--- src/rtl/traffic_pkg.sv ---
// traffic_pkg: shared definitions for the traffic light sequencer.
//   state_t          FSM state encoding
//   LAMP_*           lamp command encodings (L3 uses all 3 bits, L1/L2 use [1:0])
//   lamp_set_t       one set of lamp commands {l3, l2, l1}
//   default_lamps()  lamp commands of a phase index (fixed per phase)
//   default_dur()    power-up duration of a phase index, in ticks
package traffic_pkg;

  typedef enum logic [2:0] {
    ST_INIT,
    ST_RUN,
    ST_EXT,
    ST_CLEAR,
    ST_FLASH
  } state_t;

  localparam logic [2:0] LAMP_RED      = 3'd0;
  localparam logic [2:0] LAMP_YEL      = 3'd1;
  localparam logic [2:0] LAMP_GRN      = 3'd2;
  localparam logic [2:0] LAMP_GRN_LEFT = 3'd3;
  localparam logic [2:0] LAMP_GRN_YEL  = 3'd4;

  typedef struct packed {
    logic [2:0] l3;
    logic [1:0] l2;
    logic [1:0] l1;
  } lamp_set_t;

  localparam lamp_set_t ALL_RED  = '{l3: 3'd0, l2: 2'd0, l1: 2'd0};
  localparam lamp_set_t FLASH_ON = '{l3: 3'd1, l2: 2'd1, l1: 2'd1};

  function automatic lamp_set_t default_lamps(input int idx);
    lamp_set_t l;
    l = ALL_RED;
    case (idx)
      0: l.l3 = LAMP_GRN_LEFT;
      1: l.l3 = LAMP_GRN_YEL;
      2: begin
        l.l3 = LAMP_GRN;
        l.l2 = LAMP_GRN[1:0];
      end
      3: begin
        l.l3 = LAMP_YEL;
        l.l2 = LAMP_YEL[1:0];
      end
      4: l.l1 = LAMP_GRN[1:0];
      5: l.l1 = LAMP_YEL[1:0];
      default: l = ALL_RED;
    endcase
    return l;
  endfunction

  function automatic int default_dur(input int idx);
    case (idx)
      0: return 40;
      1: return 6;
      2: return 80;
      3: return 6;
      4: return 60;
      5: return 6;
      default: return 10;
    endcase
  endfunction

endpackage

--- src/rtl/traffic_seq_tick_gen.sv ---
// tick_gen: free-running prescaler, one-cycle tick every PRESCALE clk cycles.
//   clk    system clock
//   reset  asynchronous active-low reset
//   tick   high for one clk cycle out of every PRESCALE
// The counter resets to 0, so the first tick lands on the first cycle after
// reset release; PRESCALE=1 gives a tick on every cycle.
module tick_gen #(
  parameter int PRESCALE = 1
) (
  input  logic clk,
  input  logic reset,
  output logic tick
);

  localparam int P  = (PRESCALE < 1) ? 1 : PRESCALE;
  localparam int CW = (P > 1) ? $clog2(P) : 1;
  localparam logic [CW-1:0] TOP = CW'(P - 1);

  logic [CW-1:0] cnt;

  always_ff @(posedge clk or negedge reset) begin
    if (!reset) begin
      cnt <= '0;
    end else if (cnt == '0) begin
      cnt <= TOP;
    end else begin
      cnt <= cnt - CW'(1);
    end
  end

  assign tick = (cnt == '0);

endmodule

--- src/rtl/traffic_seq.sv ---
// traffic_seq: phase-table traffic light sequencer with pedestrian extension,
// all-red clearance and flashing-yellow mode.
//   clk, reset        clock, asynchronous active-low reset
//   cfg_we/idx/dur    write a new duration (ticks) into the phase table
//   ped_req           pedestrian request, pulse or level (sticky until served)
//   flash_en          request flashing-yellow mode
//   L1_cmd, L2_cmd    2-bit registered lamp commands
//   L3_cmd            3-bit registered lamp command
//   phase_idx         current phase
//   ped_ack           one-cycle pulse when the extension starts
//   phase_end         one-cycle pulse after the last tick of a phase
//
// state    | meaning
// ---------+-----------------------------------------------------------
// ST_INIT  | all red, waits for the first tick after reset
// ST_RUN   | drives phase_idx lamps for its table duration
// ST_EXT   | holds PED_PHASE lamps for PED_EXT extra ticks
// ST_CLEAR | all red for CLR_TICKS, then FLASH or phase 0
// ST_FLASH | all lamps toggle yellow/red every tick
module traffic_seq
  import traffic_pkg::*;
#(
  parameter int NUM_PHASE = 6,
  parameter int CNT_W     = 8,
  parameter int PRESCALE  = 1,
  parameter int PED_PHASE = 2,
  parameter int PED_EXT   = 20,
  parameter int CLR_TICKS = 3
) (
  input  logic                         clk,
  input  logic                         reset,
  input  logic                         cfg_we,
  input  logic [$clog2(NUM_PHASE)-1:0] cfg_idx,
  input  logic [CNT_W-1:0]             cfg_dur,
  input  logic                         ped_req,
  input  logic                         flash_en,
  output logic [1:0]                   L1_cmd,
  output logic [1:0]                   L2_cmd,
  output logic [2:0]                   L3_cmd,
  output logic [$clog2(NUM_PHASE)-1:0] phase_idx,
  output logic                         ped_ack,
  output logic                         phase_end
);

  localparam int IW = $clog2(NUM_PHASE);
  localparam logic [IW-1:0]    LAST_IDX = IW'(NUM_PHASE - 1);
  localparam logic [IW-1:0]    PED_IDX  = IW'(PED_PHASE);
  // Counters hold "ticks remaining minus one"; a phase ends on the tick
  // where the counter is already zero.
  localparam logic [CNT_W-1:0] PED_LOAD = CNT_W'((PED_EXT > 0) ? PED_EXT - 1 : 0);
  localparam logic [CNT_W-1:0] CLR_LOAD = CNT_W'((CLR_TICKS > 0) ? CLR_TICKS - 1 : 0);

  function automatic logic [CNT_W-1:0] load_of(input logic [CNT_W-1:0] d);
    // a stored duration of 0 still runs for one tick
    return (d == '0) ? '0 : d - CNT_W'(1);
  endfunction

  logic tick;

  tick_gen #(.PRESCALE(PRESCALE)) u_tick_gen (
    .clk   (clk),
    .reset (reset),
    .tick  (tick)
  );

  // Duration table; read only when a phase is entered, so writes never
  // disturb the count already running.
  logic [CNT_W-1:0] dur_tbl [NUM_PHASE];

  always_ff @(posedge clk or negedge reset) begin
    if (!reset) begin
      for (int i = 0; i < NUM_PHASE; i++) begin
        dur_tbl[i] <= CNT_W'(default_dur(i));
      end
    end else if (cfg_we && (int'(cfg_idx) < NUM_PHASE)) begin
      dur_tbl[cfg_idx] <= cfg_dur;
    end
  end

  state_t           state;
  logic [CNT_W-1:0] cnt;
  logic             ped_pend;
  logic             clr_to_flash;
  lamp_set_t        lamps;
  logic [IW-1:0]    nxt_idx;
  lamp_set_t        nxt_lamps;
  lamp_set_t        first_lamps;

  assign nxt_idx     = (phase_idx == LAST_IDX) ? '0 : phase_idx + IW'(1);
  assign nxt_lamps   = default_lamps(int'(nxt_idx));
  assign first_lamps = default_lamps(0);

  always_ff @(posedge clk or negedge reset) begin
    if (!reset) begin
      state        <= ST_INIT;
      cnt          <= '0;
      phase_idx    <= '0;
      lamps        <= ALL_RED;
      ped_ack      <= 1'b0;
      phase_end    <= 1'b0;
      ped_pend     <= 1'b0;
      clr_to_flash <= 1'b0;
    end else begin
      ped_ack   <= 1'b0;
      phase_end <= 1'b0;
      if (ped_req) ped_pend <= 1'b1;

      if (tick) begin
        unique case (state)
          ST_INIT: begin
            state     <= ST_RUN;
            phase_idx <= '0;
            cnt       <= load_of(dur_tbl[0]);
            lamps     <= first_lamps;
          end

          ST_RUN, ST_EXT: begin
            if (cnt != '0) begin
              cnt <= cnt - CNT_W'(1);
            end else begin
              if (state == ST_RUN) phase_end <= 1'b1;
              if (flash_en) begin
                // pending pedestrian request is deliberately kept here
                state        <= ST_CLEAR;
                cnt          <= CLR_LOAD;
                lamps        <= ALL_RED;
                clr_to_flash <= 1'b1;
              end else if (state == ST_RUN && phase_idx == PED_IDX && ped_pend) begin
                state    <= ST_EXT;
                cnt      <= PED_LOAD;
                ped_ack  <= 1'b1;
                ped_pend <= ped_req;
              end else begin
                state     <= ST_RUN;
                phase_idx <= nxt_idx;
                cnt       <= load_of(dur_tbl[nxt_idx]);
                lamps     <= nxt_lamps;
              end
            end
          end

          ST_CLEAR: begin
            if (cnt != '0) begin
              cnt <= cnt - CNT_W'(1);
            end else if (clr_to_flash) begin
              state <= ST_FLASH;
              lamps <= FLASH_ON;
            end else begin
              state     <= ST_RUN;
              phase_idx <= '0;
              cnt       <= load_of(dur_tbl[0]);
              lamps     <= first_lamps;
            end
          end

          ST_FLASH: begin
            if (!flash_en) begin
              state        <= ST_CLEAR;
              cnt          <= CLR_LOAD;
              lamps        <= ALL_RED;
              clr_to_flash <= 1'b0;
            end else begin
              lamps <= (lamps == FLASH_ON) ? ALL_RED : FLASH_ON;
            end
          end

          default: state <= ST_INIT;
        endcase
      end
    end
  end

  assign L1_cmd = lamps.l1;
  assign L2_cmd = lamps.l2;
  assign L3_cmd = lamps.l3;

endmodule
--- config.mk ---
export PLATFORM = sky130hd
export DESIGN_NAME = traffic_seq
export DESIGN_NICKNAME = d
export VERILOG_FILES = /design/src/rtl/traffic_pkg.sv /design/src/rtl/traffic_seq_tick_gen.sv /design/src/rtl/traffic_seq.sv
export SDC_FILE = /design/constraint.sdc
export NUM_CORES = 1
export LEC_CHECK = 0
export BUFFER_PORTS_ARGS = -buffer_cell sky130_fd_sc_hd__clkbuf_2
export CORE_AREA = 2 2 96 98
export DETAILED_ROUTE_END_ITERATION = 8
export DIE_AREA = 0 0 98 100
export PLACE_DENSITY = 0.67
export SLEW_MARGIN = 10
export SYNTH_ARGS = -nofsm -noshare
export SYNTH_HDL_FRONTEND = slang
export SYNTH_SLANG_ARGS = --single-unit
--- constraint.sdc ---
create_clock -name clk -period 3.05 [get_ports clk]
set_clock_uncertainty 0.2 [all_clocks]
set_input_delay 0.61 -clock clk [delete_from_list [all_inputs] [get_ports clk]]
set_output_delay 0.61 -clock clk [all_outputs]
set_load 0.05 [all_outputs]
==> run summary, run 1 <==
post-cts resize count = 0
WL per Instance = 18.0 um
first-pass GRT wire length = 17200 um
num ports = 28
CTS Root Cell = clkbuf_8
H-tree depth = 3
status = finished clean
Max Root-Sink Buffers = 2
Clock transition at path regs = 90 ps
RSZ-0062 raised after global routing = no
share of cells above drive strength 1 = 0.292
Initial Utilization = 0.486
CORE AREA = 8890 sq um
Nets = 486
CP required = 3110 ps
nature of the critical path startpoint = flop
Max Fanout on Critical Path = 18
syn_nets = 453
grt ovf = 0
reg2reg setup slack = 200 ps
Iter 0 DRT Violations = 209
number of flops mapped to enable cells by yosys = 0
post-synthesis cell count = 431
die area = 9800 sq um
most common cell after layout, fill and taps aside = dfrtp_1
Die H = 100 um
input/output buffers = 27
TritonCTS buffer count = 9
WL final = 10500 um
Cell Rows = 35
TritonCTS clock tree = yes
final setup fails = 0
vias in the first global route = 3367
CP endpoint kind = flop
GRT Util Overall = 0.222
final hold violation count = 0
commonest non-fill, non-tap cells in the layout = dfrtp_1, mux2_2, nand2_1
RD Place Congestion = 0.825
total area of sequential cells = 1850 sq um
Final Core Density = 0.543
detailed-route DRC error count = 0
CTS Sinks = 73
post-synth cell types = 68
most used flip-flop cell after synthesis = dfrtp_1
R2R cell count = 11
max_slew headroom = 0.269
Max Cap Viol = 0
hpwl dp = 7640 um
mapped cell area = 4320 sq um
hold_buf cts = 0
initial antenna violation count = 0
drt via density = 6.03
vias = 3499
Setup TNS Final = 0 ps
crit path kind = flop to flop
fill count = 787
final period utilization = 0.934
Pleak = 1.95 nW
Max VDD drop = 0.540 mV
largest net degree at the start of global routing = 39
Post-DRT Antenna Nets = 0
Yosys reg bits = 73
Syn Area/Cell = 10.0 sq um
Hold WC Path Type = input port to asynchronous set/reset pin
FF-to-FF End = cnt[2]
Worst Tran Pin Value = 1090 ps
area of the multi-input gates = 2290 sq um
sequential share of the synthesized area = 0.427
max-slew violation count = 0
Ant. Diodes = 0
PwrDens = 845 nW/um^2
Warnings, synthesis = 0
r2r startpoint = phase_idx[0]
Die Width = 98 um
ys async rst share = 1.00
Worst-Skew Late Latency = 370 ps
Area growth, synth to finish = 11.7%
TritonRoute pass-1 iters = 5
critical path arrival = 2910 ps
Setup Buffers After CTS = 0
Max Fclk = 0.351 GHz
min Tclk post-route = 2850 ps
cell families (layout without fill, tap and decap cells):
logic type / count (synthesis) / after routing / synth area share
and+or+nand+nor: 138 / 138 / 0.177
AOI/OAI and AO/OA: 105 / 105 / 0.164
DFF: 73 / 73 / 0.427
muxes: 58 / 58 / 0.148
buffers and inverters: 39 / 77 / 0.0431
xor gates and xnor gates: 12 / 12 / 0.0243
adders and majority gates: 6 / 6 / 0.0174
power by group:
part | leakage, nW | switching [mW] | internal [mW]
clock network | 0.104 | 0.411 | 0.410
logic | 0.990 | 1.01 | 0.729
registers | 0.861 | 0.265 | 1.26
cells in the mapped netlist (3+ instances only):
library cell | instances | area, sq um
dfrtp_1 | 59 | 1480
mux2_2 | 47 | 529
nand2_1 | 33 | 124
o21ai_0 | 30 | 150
nor2_1 | 24 | 90.1
a21oi_1 | 19 | 95.1
inv_1 | 16 | 60.1
nor3_1 | 16 | 80.1
dfstp_2 | 14 | 368
nand3_1 | 13 | 65.1
clkbuf_1 | 11 | 41.3
mux2i_1 | 11 | 110
nand2b_1 | 10 | 62.6
a31oi_1 | 7 | 43.8
a221oi_1 | 6 | 52.6
ha_1 | 6 | 75.1
nor3b_1 | 6 | 45.0
o211ai_1 | 6 | 45.0
o22ai_1 | 6 | 37.5
xnor2_1 | 6 | 52.6
xor2_1 | 6 | 52.6
buf_2 | 5 | 25.0
and2_1 | 4 | 25.0
buf_6 | 4 | 45.0
nor4_1 | 4 | 25.0
a22o_1 | 3 | 26.3
nand4_1 | 3 | 18.8
nor2b_1 | 3 | 18.8
o221ai_1 | 3 | 26.3
or2_2 | 3 | 18.8
layer usage:
metal	global-route usage	vias up	wire length, um
met5	0	-	0
met4	0.0609	0	149
met1	0.307	1707	4810
li1	-	1660	-
met3	0.0494	15	608
met2	0.356	117	4890
worst max-delay path, stage by stage (launching register included):
cell	delay, ps
dfrtp_1	450
buf_4	260
nand2_1	70
a221oi_1	270
a21oi_1	120
buf_4	170
ha_1	170
inv_1	60
nor4b_2	50
a211oi_2	470
a221oi_1	150
a221oi_1	270
layout make-up:
class / instances / share of cell area
Multi-Input combinational cell: 319 / 0.474
Sequential cell: 73 / 0.383
Timing Repair Buffer: 44 / 0.0575
Tap cell: 111 / 0.0288
Clock buffer: 10 / 0.0285
Clock inverter: 6 / 0.0150
Inverter: 17 / 0.0132
worst max path at each step:
stage                       startpoint         to  slack, ps
final                     phase_idx[0]     cnt[2]        200
after global routing      phase_idx[0]     cnt[2]          1
after CTS                 phase_idx[1]     cnt[4]        250
after detailed placement  phase_idx[1]     cnt[4]        250
after global placement    phase_idx[2]  L3_cmd[2]        320
after floorplan           phase_idx[0]     cnt[4]         20
per-stage QoR:
step / cells / cell area, sq um / setup slack (ps) / hold WS (ps) / power, mW
after floorplan: 431 / 4320 / 17.7 / 114 / 2.79
after global placement: 564 / 4620 / 321 / 252 / 3.21
after detailed placement: 564 / 4620 / 254 / 258 / 3.25
after CTS: 580 / 4830 / 246 / 30.9 / 4.07
after global routing: 580 / 4830 / 1.35 / 48.9 / 4.34
final: 580 / 4830 / 201 / 4.39 / 4.08
state kept, by name, summed over array words and instances (netlist names):
| name | count |
|---|---|
| state | 3 |
| ped_pend | 1 |
| clr_to_flash | 1 |
| cnt | 8 |
| phase_end | 1 |
| ped_ack | 1 |
| L3_cmd | 3 |
| L1_cmd | 2 |
| L2_cmd | 2 |
| dur_tbl | 48 |
| phase_idx | 3 |
(Power assumes the default switching activity.)
==> inputs of run 2 (changes only) <==
- CTS_CLUSTER_SIZE: not set -> 24
- REMOVE_ABC_BUFFERS: not set -> 1
==> run 2 against run 1 <==
First-iteration DRC count is 0.96% higher; setup slack better by 42 ps; final cell count is 0.52% higher; largest power group unchanged; highest routed layer unchanged.
==> run summary, run 2 (synthesis gave the netlist of run 1 again) <==
final setup fails = 0 (unchanged)
Max VDD drop = 0.378 mV (-30%)
max_slew headroom = 0.308 (+0.0388)
crit path kind = flop to flop
PwrDens = 836 nW/um^2 (-1.0%)
clock power share = 0.179 (-0.022)
input/output buffers = 27 (unchanged)
vias in the first global route = 3499 (+3.9%)
share of cells above drive strength 1 = 0.297 (+0.00450)
RSZ-0062 raised after global routing = no
Cell Rows = 35 (unchanged)
num ports = 28 (unchanged)
Sequential Power Share = 0.377 (+0.004)
Post-DRT Antenna Nets = 0 (unchanged)
commonest non-fill, non-tap cells in the layout = dfrtp_1, mux2_2, nand2_1
Largest delay share family, worst path = compound AO/OA/AOI/OAI gates
Ant. Diodes = 0 (unchanged)
CORE AREA = 8890 sq um (unchanged)
TritonRoute pass-1 iters = 4 (-1)
hold_buf cts = 0 (unchanged)
Setup Buffers After CTS = 0 (unchanged)
cell area after layout = 4820 sq um (-0.10%)
status = finished clean
max-slew violation count = 0 (unchanged)
reg2reg setup slack = 240 ps (+40 ps)
initial antenna violation count = 0 (unchanged)
area of placed instances = 4640 sq um (+0.43%)
number of flip-flops in the largest register = 48 (unchanged)
biggest regs = dur_tbl x48, cnt x8
CP max stage delay = 490 ps (+20 ps)
largest net degree at the start of global routing = 74 (+90%)
die area = 9800 sq um (unchanged)
Initial Utilization = 0.486 (unchanged)
Clock transition at path regs = 90 ps (about the same)
Iter 0 DRT Violations = 211 (+0.96%)
CTS Root Cell = clkbuf_8
CP required = 3100 ps (about the same)
CTS Sinks = 73 (unchanged)
Die H = 100 um (unchanged)
H-tree depth = 3 (unchanged)
Worst path most repeated cell = a221oi_1
fill count = 792 (+0.64%)
Hold WC Path Type = input port to asynchronous set/reset pin
final period utilization = 0.920 (-0.0136)
Nets = 489 (+0.62%)
RD Place Congestion = 0.943 (+14%)
Max Fclk = 0.356 GHz (+1.5%)
final hold violation count = 0 (unchanged)
Pleak = 1.96 nW (+0.30%)
drt via density = 6.03 (-0.12%)
Final Core Density = 0.542 (-0.000563)
hpwl dp = 7820 um (+2.4%)
Worst Tran Pin Value = 1030 ps (-57.8 ps)
Max Cap Viol = 0 (unchanged)
Hold WS = 153 ps (+149 ps)
WL final = 10600 um (+1.2%)
GRT Util Overall = 0.227 (+0.00429)
largest register by flop count = dur_tbl
min Tclk post-route = 2810 ps (-41.5 ps)
Setup TNS Final = 0 ps (unchanged)
Max Root-Sink Buffers = 2 (unchanged)
Power, Total = 4.03 mW (-1.1%)
slowest CP cell = dfrtp_2
Logic pwr share = 0.443 (+0.017)
vias = 3513 (+0.40%)
Area growth, synth to finish = 11.6%
P_sw = 1.71 mW (+1.3%)
CP endpoint kind = flop
TritonCTS buffer count = 9 (unchanged)
Worst-Skew Late Latency = 350 ps (-20 ps)
TritonCTS clock tree = yes
post-cts resize count = 0 (unchanged)
Max Fanout on Critical Path = 18 (unchanged)
detailed-route DRC error count = 0 (unchanged)
Net Sw Frac = 0.423 (+0.0100)
critical path arrival = 2860 ps (-50 ps)
WL per Instance = 18.2 um (+0.69%)
most common cell after layout, fill and taps aside = dfrtp_1
sequence of cells on the critical path = buf_12 > nand2b_1 > o221ai_1 > o21ai_0 > ha_1 > inv_1 > nor4b_2 > a211oi_2 > a221oi_1 > a221oi_1
first-pass GRT wire length = 17700 um (+3.1%)
Die Width = 98 um (unchanged)
nature of the critical path startpoint = flop
total internal power = 2.33 mW (-2.8%)
Buf/Inv on CP = 2 (-1)
grt ovf = 0 (unchanged)
==> run 2: changes by cell type in the layout (fill, tap and decap cells not counted), sizes merged <==
| cell | before | now |
|---|---|---|
| buf | 18 | 21 |
| inv | 19 | 20 |
| clkinv | 2 | 3 |
| clkbuf | 36 | 35 |
| bufinv | 1 | 0 |
==> run 2: layer usage <==
| metal | up-vias | wire (um) | track usage |
|---|---|---|---|
| met3 | 18 | 435 | 0.0369 |
| met4 | 0 | 210 | 0.0769 |
| met1 | 1717 | 4730 | 0.298 |
| met5 | - | 0 | 0 |
| met2 | 108 | 5210 | 0.383 |
| li1 | 1670 | - | - |
==> run 2: area by class of cell <==
type / count / area [sq um] / area share
clock buffer: 9 / 124 / 0.0257
tap: 111 / 139 / 0.0288
multi-input combinational: 319 / 2290 / 0.475
timing repair buffer: 47 / 300 / 0.0623
inverter: 17 / 63.8 / 0.0132
sequential: 73 / 1850 / 0.383
clock inverter: 7 / 58.8 / 0.0122
==> run 2: power groups by stage <==
stage	registers [mW]	clock network (mW)	logic [mW]
after global placement	1.52	0	1.75
after floorplan	1.65	0	1.10
after CTS	1.52	0.743	1.78
after detailed placement	1.54	0	1.77
final	1.52	0.724	1.79
after global routing	1.56	0.774	1.97
==> run 2: worst paths after layout <==
kind,to,cells past startpoint,start
max,cnt[2],10,phase_idx[2]
max in group asynchronous,phase_idx[2],1,reset
max reg2reg,cnt[2],10,phase_idx[2]
min in group clk,ped_pend,2,ped_req
min reg2reg,ped_pend,1,ped_pend
min,cnt[1],1,reset
==> run 2: stage by stage <==
step | instances | setup WS (ps)
after floorplan | 409 | -356
after global placement | 567 | 263
after detailed placement | 567 | 182
after CTS | 583 | 181
after global routing | 583 | 72.5
final | 583 | 243
